$ cat src/rtl/reset_sequencer.sv
// Power-on / software reset sequencer: holds every reset domain for an init window,
// releases them in staggered order, then runs a saturating cycle counter with optional watchdog.
module reset_sequencer #(
    parameter int NUM_DOMAINS               = 4,
    parameter int INITIALIZATION_CYCLE      = 8,
    parameter int STAGGER_CYCLE             = 2,
    parameter int COUNTER_WIDTH             = 32,
    parameter int KANATA_CYCLE_DISPLACEMENT = -1,
    parameter int TIMEOUT_CYCLE             = 0
) (
    input  logic                       clk,
    input  logic                       rst_n,
    input  logic                       rstOut,
    input  logic                       swResetReq,
    output logic [NUM_DOMAINS-1:0]     rstDomain,
    output logic                       allReleased,
    output logic [COUNTER_WIDTH-1:0]   cycle,
    output logic signed [COUNTER_WIDTH:0] kanataCycle,
    output logic                       timedOut
);

    localparam int INIT_W = (INITIALIZATION_CYCLE > 1) ? $clog2(INITIALIZATION_CYCLE) : 1;
    localparam int STAG_W = (STAGGER_CYCLE > 1) ? $clog2(STAGGER_CYCLE) : 1;
    localparam int REL_W  = (NUM_DOMAINS > 1) ? $clog2(NUM_DOMAINS) : 1;

    localparam logic [INIT_W-1:0] INIT_LAST = INIT_W'(INITIALIZATION_CYCLE - 1);
    localparam logic [STAG_W-1:0] STAG_LAST = STAG_W'(STAGGER_CYCLE - 1);
    localparam logic [REL_W-1:0]  REL_LAST  = REL_W'(NUM_DOMAINS - 1);
    localparam logic [REL_W-1:0]  REL_FIRST = REL_W'(1);

    localparam bit ALL_AT_ONCE = (NUM_DOMAINS == 1) || (STAGGER_CYCLE == 0);
    localparam bit TMO_EN      = (TIMEOUT_CYCLE != 0);
    localparam logic [COUNTER_WIDTH:0] TMO_LAST = (COUNTER_WIDTH + 1)'(TIMEOUT_CYCLE - 1);
    localparam logic signed [COUNTER_WIDTH:0] KANATA_DISP =
        (COUNTER_WIDTH + 1)'(KANATA_CYCLE_DISPLACEMENT);

    typedef enum logic [1:0] {
        ST_ASSERT,
        ST_RELEASE,
        ST_RUN,
        ST_TIMEOUT
    } state_t;

    state_t                   stateQ;
    logic [NUM_DOMAINS-1:0]   rstDomainQ;
    logic                     allReleasedQ;
    logic [COUNTER_WIDTH-1:0] cycleQ;
    logic                     timedOutQ;
    logic [INIT_W-1:0]        initCntQ;
    logic [STAG_W-1:0]        stagCntQ;
    logic [REL_W-1:0]         relIdxQ;

    logic [COUNTER_WIDTH-1:0] cycleD;
    logic                     timeoutHitD;

    // The watchdog hit lands exactly on TIMEOUT_CYCLE; otherwise the counter saturates at all-ones.
    always_comb begin
        cycleD      = cycleQ;
        timeoutHitD = 1'b0;
        if (!rstOut) begin
            if (TMO_EN && ({1'b0, cycleQ} == TMO_LAST)) begin
                cycleD      = cycleQ + 1'b1;
                timeoutHitD = 1'b1;
            end else if (cycleQ != '1) begin
                cycleD = cycleQ + 1'b1;
            end
        end
    end

    always_ff @(posedge clk or negedge rst_n) begin
        if (!rst_n) begin
            stateQ       <= ST_ASSERT;
            rstDomainQ   <= '1;
            allReleasedQ <= 1'b0;
            cycleQ       <= '0;
            timedOutQ    <= 1'b0;
            initCntQ     <= '0;
            stagCntQ     <= '0;
            relIdxQ      <= '0;
        end else if (swResetReq) begin
            // A software request outranks any release, increment or timeout on this edge.
            stateQ       <= ST_ASSERT;
            rstDomainQ   <= '1;
            allReleasedQ <= 1'b0;
            cycleQ       <= '0;
            timedOutQ    <= 1'b0;
            initCntQ     <= '0;
            stagCntQ     <= '0;
            relIdxQ      <= '0;
        end else begin
            case (stateQ)
                ST_ASSERT: begin
                    if (initCntQ == INIT_LAST) begin
                        initCntQ <= '0;
                        stagCntQ <= '0;
                        if (ALL_AT_ONCE) begin
                            rstDomainQ   <= '0;
                            allReleasedQ <= 1'b1;
                            stateQ       <= ST_RUN;
                        end else begin
                            rstDomainQ[0] <= 1'b0;
                            relIdxQ       <= REL_FIRST;
                            stateQ        <= ST_RELEASE;
                        end
                    end else begin
                        initCntQ <= initCntQ + 1'b1;
                    end
                end
                ST_RELEASE: begin
                    if (stagCntQ == STAG_LAST) begin
                        stagCntQ <= '0;
                        if (relIdxQ == REL_LAST) begin
                            rstDomainQ   <= '0;
                            allReleasedQ <= 1'b1;
                            stateQ       <= ST_RUN;
                        end else begin
                            rstDomainQ[relIdxQ] <= 1'b0;
                            relIdxQ             <= relIdxQ + 1'b1;
                        end
                    end else begin
                        stagCntQ <= stagCntQ + 1'b1;
                    end
                end
                ST_RUN: begin
                    cycleQ <= cycleD;
                    if (timeoutHitD) begin
                        timedOutQ <= 1'b1;
                        stateQ    <= ST_TIMEOUT;
                    end
                end
                ST_TIMEOUT: begin
                    stateQ <= ST_TIMEOUT;
                end
                default: begin
                    stateQ <= ST_ASSERT;
                end
            endcase
        end
    end

    assign rstDomain   = rstDomainQ;
    assign allReleased = allReleasedQ;
    assign cycle       = cycleQ;
    assign timedOut    = timedOutQ;
    assign kanataCycle = $signed({1'b0, cycleQ}) - KANATA_DISP;

endmodule

$ cat config.mk
export PLATFORM = sky130hd
export DESIGN_NAME = reset_sequencer
export DESIGN_NICKNAME = d
export VERILOG_FILES = /design/src/rtl/reset_sequencer.sv
export SDC_FILE = /design/constraint.sdc
export NUM_CORES = 1
export LEC_CHECK = 0
export CAP_MARGIN = 5
export CORE_MARGIN = 1.5
export CORE_UTILIZATION = 49
export CTS_CLUSTER_DIAMETER = 50
export CTS_CLUSTER_SIZE = 24
export DETAILED_ROUTE_END_ITERATION = 8
export PLACE_DENSITY = 0.85
export SLEW_MARGIN = 20
export SYNTH_ARGS = -nofsm -noshare
export SYNTH_HDL_FRONTEND = slang
export SYNTH_SLANG_ARGS = --single-unit
$ cat constraint.sdc
create_clock -name clk -period 2.4 [get_ports clk]
set_clock_uncertainty 0.2 [all_clocks]
set_input_delay 0.36 -clock clk [delete_from_list [all_inputs] [get_ports clk]]
set_output_delay 0.36 -clock clk [all_outputs]
set_load 0.05 [all_outputs]
==> metrics.txt, run 1 <==
outcome did not finish; stopping stage global routing; Err [ERROR GRT-0232] Routing congestion too high. Check the congestion heatmap in the GUI.; Root Driver clkbuf_8; Initial Util 0.519; pin ending the worst setup path after global-route repair kanataCycle[15]; Yosys warning total 0; Global Route Usage Sum 0.772; Synth area leader dfrtp_1; grt ovf 106; prevailing post-synth register cell dfrtp_1; largest net degree at the start of global routing 39; Placer Congestion 0.828; H-tree depth 2; Post-DP HPWL 6.20 mm; Site Rows 27; cells after synthesis 329; post-synth top area share 0.351; Syn Area/Cell 8.90 sq um; Max clock buf depth 2; die span in y 80.3 um; FFs w/ async S/R, synth 1.00; synth unique cells 51; Synth Cell Area 2930 sq um; die width 80.3 um; Post-synth EDFFs 0; Sink Count 45; # IOs 75; worst endpoint pin kind primary output; TritonCTS Buffers 5; input/output buffers 73; Area contributors post-synth dfrtp_1, xnor2_1, a21oi_1; sequential fraction of the synthesis area 0.386; Synth Register Bits 45; post-synth net total 340
synthesized netlist by cell type (4+ instances only):
master	instances
dfrtp_1	41
a21oi_1	35
o21ai_0	26
nor2_1	25
nand2_1	23
xnor2_1	22
or3_1	18
nand4_1	12
clkbuf_1	10
inv_1	9
nand3_1	9
xor2_1	9
o31ai_1	8
ha_1	7
or4_1	7
and2_1	5
nor3_1	5
buf_4	4
dfstp_2	4
repair_timing:
| item | in CTS |
|---|---|
| setup buffers | 26 |
| resized for setup | 23 |
| pin swaps | 19 |
| hold buffers | 1 |
| setup endpoints to repair | 24 |
| gates cloned | 1 |
| endpoints found under the hold margin | 21 |
cell families after synthesis:
logic type               Yosys count  share of synthesized area
AND/OR/NAND/NOR                  130                      0.267
flip-flops                        45                      0.386
other                              1                    0.00128
multiplexers                       2                    0.00684
buffers and inverters             30                     0.0543
adder cells (fa/ha/maj)            7                     0.0299
AO/OA/AOI/OAI                     83                      0.161
XOR/XNOR                          31                     0.0928
per-stage QoR:
| stage | setup TNS (ns) | cells | cell area [sq um] | setup slack [ns] | hold WS (ns) |
|---|---|---|---|---|---|
| floorplan | -1.59 | 329 | 3470 | -0.194 | -0.136 |
| detailed placement | -2.05 | 497 | 4780 | -0.174 | 0.181 |
| CTS | -3.15 | 533 | 5240 | -0.245 | 0.319 |
| global placement | -0.963 | 497 | 4780 | -0.107 | 0.169 |
per-layer routing:
metal / GRT usage / GRT overflow
met3: 0.540 / 1
met2: 0.972 / 64
met1: 0.769 / 0
met4: 0.866 / 41
met5: 0.0182 / 0
==> run 2: changes to the inputs <==
--- a/config.mk
+++ b/config.mk
@@ -7,11 +7,9 @@
 export LEC_CHECK = 0
 export CAP_MARGIN = 5
 export CORE_MARGIN = 1.5
-export CORE_UTILIZATION = 49
-export CTS_CLUSTER_DIAMETER = 50
-export CTS_CLUSTER_SIZE = 24
+export CORE_UTILIZATION = 35
 export DETAILED_ROUTE_END_ITERATION = 8
-export PLACE_DENSITY = 0.85
+export PLACE_DENSITY_LB_ADDON = 0.15
 export SLEW_MARGIN = 20
 export SYNTH_ARGS = -nofsm -noshare
 export SYNTH_HDL_FRONTEND = slang
==> run 2 against run 1 <==
Synthesized area is the same. The flow now finishes, with violations (setup timing). Synthesized cell count did not move.
==> metrics.txt, run 2 <==
vias in the first global route 2,890; synth unique cells 51; Leakage 2.33 nW; reg2reg end cycle[14]; CTS tree built; r2r setup slk -0.03 ns; hold slack 0.307 ns; initial antenna violation count 0; min Tclk post-route 2.72 ns; Area contributors post-synth dfrtp_1, xnor2_1, a21oi_1; sequential fraction of the synthesis area 0.386; cells after synthesis 329; RSZ-0062 raised after global routing true; Final ANT Viol Nets 0; hold path start rstDomain[0]; Cell Pwr Density 258 nW/um^2; Endpoint, Worst Hold rstDomain[0]; most frequent cells in the layout buf_4, clkdlybuf4s50_1, a21oi_1, buf_12, o21ai_0; # IOs 75; global-route wire length before repair 13.9 mm; FFs w/ async S/R, synth 1.00; Max Transition Viols Final 0; prevailing post-synth register cell dfrtp_1; TritonCTS Buffers 5; Sink Count 45; Synth Cell Area 2930 sq um; dpl ws -0.146 ns; WHS Path Cells 2; most frequent cell after synthesis dfrtp_1; input/output buffers 73; outcome finished with violations; Post-DP HPWL 5.95 mm; Synth Register Bits 45; failing checks setup timing; data arrival time of the critical path 2.16 ns; # diodes 0; Die ar. 8920 sq um; Placer Congestion 0.827; total number of vias 3,107; Slew @ Worst Pin 0.744 ns; crit-path most repeated cell buf_4; Iter 0 DRT Violations 121; Clock Pin Slew Worst Setup and Hold Paths 0.09 ns; Global Route Usage Sum 0.196; Pwr Total 1.44 mW; Crit Path Class reg -> out; Initial Util 0.358; DR vias/cell 5.29; max FFs per register 32; Root Driver clkbuf_8; commonest non-fill, non-tap cell in the layout buf_4; Yosys warning total 0; Final setup violation count 25; Synth area leader dfrtp_1; Site Rows 33; post-layout worst setup margin -0.320 ns; grt ovf 0; Max clock buf depth 2; worst r2r path cells 8; area grow syn2layout 90.1%; DR WL/cell 15.0 um; Maximum Capacitance Violations 0; Post-synth EDFFs 0; die span in y 94.4 um; final period utilization 1.13; Syn Area/Cell 8.90 sq um; post-synth net total 340; Nets 492; die width 94.4 um; # DRC 0; largest net degree at the start of global routing 39; Max VDD drop 0.307 mV; CORE AREA 8180 sq um; CP Max Fanout 6; Routed WL 8.78 mm; Max-slew headroom 0.504; Pre-antenna DRT Iters 5; Max Clk Rate 368 MHz; H-tree depth 2; Final Hold Fails 0; clk_lat worst skew 0.30 ns; slowest CP cell dfrtp_4; CP max stage delay 0.43 ns; element type at the critical path end output pin; share of post-route cells with drive strength above 1 0.481; post-synth top area share 0.351; Hold Path Class reg -> reg; Startpoint Class flop; crit path cell chain nand4_4 -> buf_4 -> nor4_4 -> buf_4 -> nand4_1 -> buf_6 -> xnor2_4 -> buf_12; worst r2r src cycle[8]; Post-synth top cells dfrtp_1, a21oi_1, o21ai_0; CP required 1.84 ns
## run 2: layer usage
metal | global-route usage | up-vias | share of wire
li1 | - | 1491 | -
met1 | 0.261 | 1518 | 0.42
met2 | 0.327 | 76 | 0.52
met3 | 0.0306 | 22 | 0.033
met4 | 0.0609 | 0 | 0.025
met5 | 0 | - | 0
## run 2: timing repair
item                                   CTS  global route
cloned                                   1             0
hold buffers                             1             0
gates resized for setup                 28            14
setup endpoints to repair               24            28
buffers inserted                        25            18
pin swaps                               30            24
endpoints found under the hold margin   30             0
## run 2: metrics by stage
stage               setup TNS (ns)   util  area [sq um]  cells
floorplan                    -1.59      -          3470    329
finish                       -3.90  0.680          5560    587
CTS                          -3.27  0.653          5340    570
detailed placement           -1.78  0.596          4870    535
global route                 -6.42  0.680          5560    587
global placement             -1.50  0.596          4870    535
## run 2: worst max path at each step
stage | start | end | depth (start not counted)
after floorplan | cycle[2] | kanataCycle[22] | 5
after global placement | rstOut | cycle[25] | 6
after detailed placement | rstOut | cycle[23] | 6
after CTS | cycle[15] | kanataCycle[29] | 7
after global routing | cycle[8] | kanataCycle[17] | 8
final | cycle[8] | kanataCycle[17] | 8
## run 2: worst max-delay path: cells and delay by family (launching register included)
family	cells	cell delay (ns)
xor gates and xnor gates	1	0.14
buffers and inverters	4	0.72
DFF	1	0.43
and+or+nand+nor	3	0.55
## run 2: report_power, final
group | switching (mW) | internal, mW
Sequential | 0.00595 | 0.766
Combinational | 0.0503 | 0.0230
Clock | 0.279 | 0.312
Total | 0.335 | 1.10
## run 2: kinds of logic after synthesis
| kind of cell | count (synthesis) | synth area share |
|---|---|---|
| mux | 2 | 0.00684 |
| xor+xnor | 31 | 0.0928 |
| compound gates | 83 | 0.161 |
| buf+inv | 30 | 0.0543 |
| flops | 45 | 0.386 |
| simple gates | 130 | 0.267 |
| other cells | 1 | 0.00128 |
| fa+ha+maj | 7 | 0.0299 |
## run 2: area by class of cell
| class | instances | area (sq um) |
|---|---|---|
| clock inverter | 3 | 46.3 |
| tap | 105 | 131 |
| fill | 579 | 2610 |
| multi-input combinational | 255 | 2310 |
| inverter | 9 | 33.8 |
| sequential | 45 | 1180 |
| clock buffer | 5 | 68.8 |
| timing repair buffer | 165 | 1800 |
Note: power is estimated with default switching activity, not from simulation.
